--- src/rtl/clock_time_counter_pkg.sv ---
// rtl/clock_time_counter_pkg.sv - shared types and limits for the clock time counter
package clock_pkg;

  typedef enum logic [1:0] {
    MODE_RUN      = 2'd0,
    MODE_SET_HOUR = 2'd1,
    MODE_SET_MIN  = 2'd2
  } mode_e;

  typedef logic [3:0] bcd_t;

  localparam int SEC_MAX     = 59;
  localparam int MIN_MAX     = 59;
  localparam int HOUR_MAX_24 = 23;
  localparam int HOUR_MIN_12 = 1;
  localparam int HOUR_MAX_12 = 12;

endpackage

--- src/rtl/clock_time_counter_if.sv ---
// rtl/clock_time_counter_if.sv - button inputs and display outputs of the time counter
// CLOCK_12H_EN adds the pm flag.
interface clock_time_counter_if;
  import clock_pkg::*;

  logic       btn_mode;
  logic       btn_inc;
  bcd_t       hr_t;
  bcd_t       hr_u;
  bcd_t       min_t;
  bcd_t       min_u;
  bcd_t       sec_t;
  bcd_t       sec_u;
  logic [5:0] digit_on;
  logic       sec_tick;
  logic [1:0] mode;
`ifdef CLOCK_12H_EN
  logic       pm;

  modport master (
    output btn_mode, btn_inc,
    input  hr_t, hr_u, min_t, min_u, sec_t, sec_u, digit_on, sec_tick, mode, pm
  );
  modport slave (
    input  btn_mode, btn_inc,
    output hr_t, hr_u, min_t, min_u, sec_t, sec_u, digit_on, sec_tick, mode, pm
  );
`else
  modport master (
    output btn_mode, btn_inc,
    input  hr_t, hr_u, min_t, min_u, sec_t, sec_u, digit_on, sec_tick, mode
  );
  modport slave (
    input  btn_mode, btn_inc,
    output hr_t, hr_u, min_t, min_u, sec_t, sec_u, digit_on, sec_tick, mode
  );
`endif

endinterface

--- src/rtl/clock_time_counter_bcd_mod_counter.sv ---
// rtl/clock_time_counter_bcd_mod_counter.sv - two-digit BCD counter over MIN_VAL..MAX_VAL
module bcd_mod_counter
  import clock_pkg::*;
#(
  parameter int MIN_VAL = 0,
  parameter int MAX_VAL = 59,
  parameter int RST_VAL = MIN_VAL
) (
  input  logic clk,
  input  logic rst_n,
  input  logic inc,
  input  logic clr,
  output bcd_t tens,
  output bcd_t units,
  output logic carry
);

  localparam bcd_t MAX_T = 4'(MAX_VAL / 10);
  localparam bcd_t MAX_U = 4'(MAX_VAL % 10);
  localparam bcd_t MIN_T = 4'(MIN_VAL / 10);
  localparam bcd_t MIN_U = 4'(MIN_VAL % 10);
  localparam bcd_t RST_T = 4'(RST_VAL / 10);
  localparam bcd_t RST_U = 4'(RST_VAL % 10);

  bcd_t r_tens;
  bcd_t r_units;
  logic w_at_max;

  assign w_at_max = (r_tens == MAX_T) && (r_units == MAX_U);
  assign carry    = inc & ~clr & w_at_max;
  assign tens     = r_tens;
  assign units    = r_units;

  always_ff @(posedge clk or negedge rst_n) begin
    if (!rst_n) begin
      r_tens  <= RST_T;
      r_units <= RST_U;
    end else if (clr) begin
      r_tens  <= MIN_T;
      r_units <= MIN_U;
    end else if (inc) begin
      if (w_at_max) begin
        r_tens  <= MIN_T;
        r_units <= MIN_U;
      end else if (r_units == 4'd9) begin
        r_tens  <= r_tens + 4'd1;
        r_units <= 4'd0;
      end else begin
        r_units <= r_units + 4'd1;
      end
    end
  end

endmodule

--- src/rtl/clock_time_counter.sv ---
// rtl/clock_time_counter.sv - 1 Hz prescaler, HH:MM:SS BCD time and RUN/SET mode FSM
// CLOCK_12H_EN selects 12-hour display with a pm flag.
module clock_time_counter
  import clock_pkg::*;
#(
  parameter int CLK_FREQ   = 50_000_000,
  parameter int BLINK_HALF = CLK_FREQ / 2
) (
  input  logic                  clk,
  input  logic                  rst_n,
  clock_time_counter_if.slave   bus
);

  localparam int PW = $clog2(CLK_FREQ);
  localparam int BW = $clog2(BLINK_HALF + 1);
  localparam logic [1:0] ST_RUN      = 2'(MODE_RUN);
  localparam logic [1:0] ST_SET_HOUR = 2'(MODE_SET_HOUR);
  localparam logic [1:0] ST_SET_MIN  = 2'(MODE_SET_MIN);

  logic [1:0]    r_mode;
  logic [1:0]    w_mode_nxt;
  logic [PW-1:0] r_presc;
  logic [BW-1:0] r_blink_cnt;
  logic [BW-1:0] w_blink_nxt;
  logic          r_phase;
  logic          w_phase_nxt;
  logic [5:0]    r_digit_on;
  logic [5:0]    w_digit_on_nxt;
  logic          r_sec_tick;
  logic          w_run;
  logic          w_tick;
  logic          w_inc;
  logic          w_inc_hr;
  logic          w_inc_min;
  logic          w_hr_inc;
  logic          w_enter_set_hour;
  logic          w_sec_carry;
  logic          w_min_carry;
  logic          w_hr_carry_unused;

  // A mode press takes priority: the same-cycle increment is dropped and no tick is taken.
  assign w_run            = (r_mode == ST_RUN);
  assign w_tick           = w_run & (r_presc == PW'(CLK_FREQ - 1)) & ~bus.btn_mode;
  assign w_inc            = bus.btn_inc & ~bus.btn_mode;
  assign w_inc_hr         = w_inc & (r_mode == ST_SET_HOUR);
  assign w_inc_min        = w_inc & (r_mode == ST_SET_MIN);
  assign w_enter_set_hour = bus.btn_mode & w_run;
  assign w_hr_inc         = (w_min_carry & w_sec_carry) | w_inc_hr;

  always_comb begin
    w_mode_nxt = r_mode;
    if (bus.btn_mode) begin
      case (r_mode)
        ST_RUN:      w_mode_nxt = ST_SET_HOUR;
        ST_SET_HOUR: w_mode_nxt = ST_SET_MIN;
        default:     w_mode_nxt = ST_RUN;
      endcase
    end
  end

  always_comb begin
    w_blink_nxt = r_blink_cnt;
    w_phase_nxt = r_phase;
    if (bus.btn_mode || w_run || w_inc) begin
      w_blink_nxt = '0;
      w_phase_nxt = 1'b1;
    end else if (r_blink_cnt == BW'(BLINK_HALF - 1)) begin
      w_blink_nxt = '0;
      w_phase_nxt = ~r_phase;
    end else begin
      w_blink_nxt = r_blink_cnt + 1'b1;
    end
  end

  always_comb begin
    w_digit_on_nxt = 6'h3F;
    case (w_mode_nxt)
      ST_SET_HOUR: w_digit_on_nxt = {{2{w_phase_nxt}}, 4'hF};
      ST_SET_MIN:  w_digit_on_nxt = {2'b11, {2{w_phase_nxt}}, 2'b11};
      default:     w_digit_on_nxt = 6'h3F;
    endcase
  end

  always_ff @(posedge clk or negedge rst_n) begin
    if (!rst_n) begin
      r_mode      <= ST_RUN;
      r_presc     <= '0;
      r_blink_cnt <= '0;
      r_phase     <= 1'b1;
      r_digit_on  <= 6'h3F;
      r_sec_tick  <= 1'b0;
    end else begin
      r_mode      <= w_mode_nxt;
      r_blink_cnt <= w_blink_nxt;
      r_phase     <= w_phase_nxt;
      r_digit_on  <= w_digit_on_nxt;
      r_sec_tick  <= w_tick;
      if (!w_run || bus.btn_mode || w_tick) r_presc <= '0;
      else                                  r_presc <= r_presc + 1'b1;
    end
  end

  bcd_mod_counter #(.MIN_VAL(0), .MAX_VAL(SEC_MAX)) u_sec (
    .clk(clk), .rst_n(rst_n), .inc(w_tick), .clr(w_enter_set_hour),
    .tens(bus.sec_t), .units(bus.sec_u), .carry(w_sec_carry)
  );

  bcd_mod_counter #(.MIN_VAL(0), .MAX_VAL(MIN_MAX)) u_min (
    .clk(clk), .rst_n(rst_n), .inc(w_sec_carry | w_inc_min), .clr(1'b0),
    .tens(bus.min_t), .units(bus.min_u), .carry(w_min_carry)
  );

`ifdef CLOCK_12H_EN
  logic r_pm;

  bcd_mod_counter #(.MIN_VAL(HOUR_MIN_12), .MAX_VAL(HOUR_MAX_12), .RST_VAL(HOUR_MAX_12)) u_hr (
    .clk(clk), .rst_n(rst_n), .inc(w_hr_inc), .clr(1'b0),
    .tens(bus.hr_t), .units(bus.hr_u), .carry(w_hr_carry_unused)
  );

  // AM/PM flips as the hour rolls from 11 into 12, whether by time or by setting.
  always_ff @(posedge clk or negedge rst_n) begin
    if (!rst_n)                                                  r_pm <= 1'b0;
    else if (w_hr_inc && bus.hr_t == 4'd1 && bus.hr_u == 4'd1)   r_pm <= ~r_pm;
  end

  assign bus.pm = r_pm;
`else
  bcd_mod_counter #(.MIN_VAL(0), .MAX_VAL(HOUR_MAX_24)) u_hr (
    .clk(clk), .rst_n(rst_n), .inc(w_hr_inc), .clr(1'b0),
    .tens(bus.hr_t), .units(bus.hr_u), .carry(w_hr_carry_unused)
  );
`endif

  assign bus.mode     = r_mode;
  assign bus.digit_on = r_digit_on;
  assign bus.sec_tick = r_sec_tick;

endmodule

--- src/flat_wrapper.sv ---
// flat-port wrapper written by rule: the top's interface ports become plain ports
module clock_time_counter_flat import clock_pkg::*;
#(
  parameter int CLK_FREQ   = 50_000_000,
  parameter int BLINK_HALF = CLK_FREQ / 2
)
  (clk, rst_n, bus_btn_mode, bus_btn_inc, bus_hr_t, bus_hr_u, bus_min_t, bus_min_u, bus_sec_t, bus_sec_u, bus_digit_on, bus_sec_tick, bus_mode);
  clock_time_counter_if bus_i ();
  input  logic clk;
  input  logic rst_n;
  input wire logic [$bits(bus_i.btn_mode)-1:0] bus_btn_mode;
  input wire logic [$bits(bus_i.btn_inc)-1:0] bus_btn_inc;
  output wire logic [$bits(bus_i.hr_t)-1:0] bus_hr_t;
  output wire logic [$bits(bus_i.hr_u)-1:0] bus_hr_u;
  output wire logic [$bits(bus_i.min_t)-1:0] bus_min_t;
  output wire logic [$bits(bus_i.min_u)-1:0] bus_min_u;
  output wire logic [$bits(bus_i.sec_t)-1:0] bus_sec_t;
  output wire logic [$bits(bus_i.sec_u)-1:0] bus_sec_u;
  output wire logic [$bits(bus_i.digit_on)-1:0] bus_digit_on;
  output wire logic [$bits(bus_i.sec_tick)-1:0] bus_sec_tick;
  output wire logic [$bits(bus_i.mode)-1:0] bus_mode;
  assign bus_i.btn_mode = bus_btn_mode;
  assign bus_i.btn_inc = bus_btn_inc;
  assign bus_hr_t = bus_i.hr_t;
  assign bus_hr_u = bus_i.hr_u;
  assign bus_min_t = bus_i.min_t;
  assign bus_min_u = bus_i.min_u;
  assign bus_sec_t = bus_i.sec_t;
  assign bus_sec_u = bus_i.sec_u;
  assign bus_digit_on = bus_i.digit_on;
  assign bus_sec_tick = bus_i.sec_tick;
  assign bus_mode = bus_i.mode;
  clock_time_counter #(.CLK_FREQ(CLK_FREQ), .BLINK_HALF(BLINK_HALF)) u_core (.clk(clk), .rst_n(rst_n), .bus(bus_i));
endmodule
--- config.mk ---
export PLATFORM = sky130hd
export DESIGN_NAME = clock_time_counter_flat
export DESIGN_NICKNAME = d
export VERILOG_FILES = /design/src/rtl/clock_time_counter_pkg.sv /design/src/rtl/clock_time_counter_if.sv /design/src/rtl/clock_time_counter_bcd_mod_counter.sv /design/src/rtl/clock_time_counter.sv /design/src/flat_wrapper.sv
export SDC_FILE = /design/constraint.sdc
export NUM_CORES = 1
export LEC_CHECK = 0
export CAP_MARGIN = 25
export CORE_UTILIZATION = 50
export CTS_CLUSTER_DIAMETER = 80
export DETAILED_ROUTE_END_ITERATION = 6
export MAX_ROUTING_LAYER = met4
export PLACE_DENSITY = 0.75
export SYNTH_ARGS = -nofsm -noshare
export SYNTH_HDL_FRONTEND = slang
export SYNTH_SLANG_ARGS = --single-unit
--- constraint.sdc ---
create_clock -name clk -period 2.49 [get_ports clk]
set_clock_uncertainty 0.2 [all_clocks]
set_input_delay 0.249 -clock clk [delete_from_list [all_inputs] [get_ports clk]]
set_output_delay 0.249 -clock clk [all_outputs]
set_load 0.05 [all_outputs]
==> out/qor.yml <==
final_layout:
  nNetsFinal: 523
  final_cells: 615
  drive_above_1_share: 0.165
  finalInstanceArea_mm2: 0.00527
  fill_cells: 646
  area_delta_synth_final_pct: 22.0
  final_cell_mix: "dfrtp_1 (75), nor2_1 (68), clkdlybuf4s50_1 (33), buf_4 (33), xor2_1 (25)"
  final_common_cell: "dfrtp_1"
  insertedDiodeCount: 0
timing:
  rsz0062_at_grt: "true"
  fin_ws_ns: 0.0623
  finalMaxSlewViolations: 0
  relSlewSlack: 0.579
  fin_crit_sh: 0.975
  tightestPinTransition_ns: 0.631
  tns_ns: 0
  finalSetupViolations: 0
  fmax_ghz: 0.412
  hold_violations: 0
  period_minus_slack_ns: 2.43
synth:
  synth_top_family_by_area: "simple AND/OR/NAND/NOR gates"
  synth_cells: 437
  ys.warnings.count: 0
  synth_xor_area_frac: 0.0994
  ys_seq_area_frac: 0.470
  synth-edff-count: 0
  ys.flop_type: "dfrtp_1"
  synth-adder-area-share: 0.0406
  async_reset_ff_frac: 1.00
  ys_ff_latch: 81
  syn_area_mm2: 0.00432
  synth_mux_area_frac: 0.0235
  avgSynthCellArea_um2: 9.88
  synth-simple-area-share: 0.278
  synth_cell_types: 56
  synth-compound-area-share: 0.0553
routing:
  routed-via-count: 3434
  firstDrtPassIters: 4
  ant_nets: 0
  drc: 0
  wire_per_inst_um: 14.9
  drt_iter0_markers: 151
  wl_mm: 9.16
  viasPerCell: 5.58
global_routing:
  grt_pass1_vias: 3157
  grt_pass1_wl_mm: 15.0
  grt_max_degree: 49
  grt_usage: 0.224
  gr-total-overflow: 0
  antenna_found_initial: 0
placed_design:
  place_inst: 596
  placed_area_mm2: 0.00501
  numPortBuffers: 34
  pre_cts_slack_ns: -0.0947
  dp_hpwl_mm: 6.43
  gp_congestion: 0.874
worst_setup_path:
  slowest_stage: "or4_4"
  critPathArrivalTime_ns: 2.47
  reg2reg_depth: 5
  cp_slowest_stage_delay_ns: 0.53
  path_max_fanout: 4
  critPathCaptureType: "register"
  path_cells: "nand4_1, or4_4, or3b_4, a211oi_2, mux2_1"
  crit_type: "reg2reg"
  crit_path_start_kind: "register"
  required_ns: 2.53
run_status:
  run_status: "completed"
clocking:
  cts.sink_count: 81
  path_clk_slew_ns: 0.10
  h-tree-depth: 3
  cts_made_buffers: 9
  clock_path_buffers: 2
  clk_latency_ns: 0.36
  ctsRootBufferMaster: "clkbuf_8"
  cts_tree: "built"
floorplan:
  fp.dieW_um: 94.9
  fp-row-count: 33
  die_y_um: 94.9
  io_pins: 37
  core_area_mm2: 0.00830
  initial_core_util: 0.520
  die-area_mm2: 0.00901
power:
  powerDensity_mw_per_mm2: 729
  cellLeakagePower_nw: 2.24
  vdd_drop_max_uv: 308
flow_run:
  drv_cap: 0
worst_hold_path:
  hp-class: "in2async"
what timing repair did:
action | 4_1_cts | 5_1_grt
setup endpoints to repair | 1 | 11
hold endpoints to repair | 43 | 0
hold buffers | 1 | 0
resized for setup | 1 | 4
setup buffers | 0 | 2
pin swaps | 0 | 1
critical path: cells and delay by family (launching register included):
| family | cells | cell delay [ns] |
|---|---|---|
| and+or+nand+nor | 3 | 1.16 |
| AOI/OAI and AO/OA | 1 | 0.20 |
| muxes | 1 | 0.34 |
| DFF | 1 | 0.40 |
synthesized netlist by cell type, types with 3 or more instances:
master | number | area share
dfstp_2 | 3 | 0.018
inv_1 | 17 | 0.015
nand2_1 | 24 | 0.021
o21ai_0 | 6 | 0.0070
mux2_2 | 7 | 0.018
clkbuf_1 | 8 | 0.0070
o2bb2ai_1 | 3 | 0.0061
or3_1 | 8 | 0.012
nand4_1 | 18 | 0.026
nand3_1 | 23 | 0.027
and2_1 | 5 | 0.0072
a21oi_1 | 8 | 0.0093
o31ai_1 | 3 | 0.0052
and4_1 | 5 | 0.010
xnor2_1 | 24 | 0.049
nor4_1 | 10 | 0.014
ha_1 | 14 | 0.041
and3b_1 | 3 | 0.0061
buf_4 | 4 | 0.0070
nor2b_1 | 3 | 0.0043
o21a_1 | 3 | 0.0052
and3_1 | 15 | 0.022
nor4b_1 | 8 | 0.016
nor3_1 | 8 | 0.0093
dfrtp_1 | 78 | 0.45
nor2_1 | 68 | 0.059
xor2_1 | 25 | 0.051
nand4b_1 | 3 | 0.0061
layer usage:
layer	global-route usage	wire length (um)	vias up
met1	0.299	4280	1643
li1	-	-	1668
met4	0.0707	131	0
met3	0.0539	496	18
met5	-	0	-
met2	0.336	4250	105
cell type report:
type	count	area, um^2	share of cell area
Inverter	17	63.8	0.0121
Clock buffer	9	124	0.0235
Clock inverter	7	82.6	0.0157
Sequential cell	81	2030	0.386
Multi-Input combinational cell	326	2180	0.414
Tap cell	105	131	0.0249
Timing Repair Buffer	70	648	0.123
sequential cells by signal (all words and copies together) (netlist names), 4 cells and up:
name,count
u_core.r_presc,26
u_core.r_blink_cnt,25
u_core.u_hr.tens,4
u_core.u_hr.units,4
u_core.u_min.tens,4
u_core.u_min.units,4
u_core.u_sec.tens,4
u_core.u_sec.units,4
worst paths after layout:
check	from	endpoint	slack [ns]
worst min register to register	u_core.u_hr.tens[3]$_DFFE_PN0P_	u_core.u_hr.tens[3]$_DFFE_PN0P_	0.30
min in group clk	u_core.u_hr.tens[3]$_DFFE_PN0P_	u_core.u_hr.tens[3]$_DFFE_PN0P_	0.30
max in group asynchronous	rst_n	u_core.r_blink_cnt[22]$_DFF_PN0_	1.23
worst max register to register	u_core.r_presc[12]$_DFF_PN0_	u_core.u_min.tens[3]$_DFFE_PN0P_	0.06
worst max-delay path	u_core.r_presc[12]$_DFF_PN0_	u_core.u_min.tens[3]$_DFFE_PN0P_	0.06
worst min-delay path	rst_n	u_core.r_blink_cnt[6]$_DFF_PN0_	0.24
logic make-up (layout without fill, tap and decap cells):
family                   count (synthesis)  count (layout)
AND/OR/NAND/NOR                        217             217
flip-flops                              81              81
multiplexers                             9               9
buffers and inverters                   31             103
other                                    1               2
AO/OA/AOI/OAI                           35              35
adder cells (fa/ha/maj)                 14              14
XOR/XNOR                                49              49
where the power goes:
part           switching [W]  internal (W)
clock               0.000537      0.000483
sequential          0.000148       0.00144
combinational       0.000787      0.000444
total                0.00147       0.00237
metrics by stage:
step                       util  total power [W]  hold WS [ns]
after floorplan               -          0.00241        -0.247
after global placement    0.604          0.00279         0.107
after detailed placement  0.604          0.00283         0.112
after CTS                 0.630          0.00386         0.256
after global routing      0.635          0.00404         0.314
final                     0.635          0.00384         0.240
No activity file was read; power rests on OpenSTA's default activity.
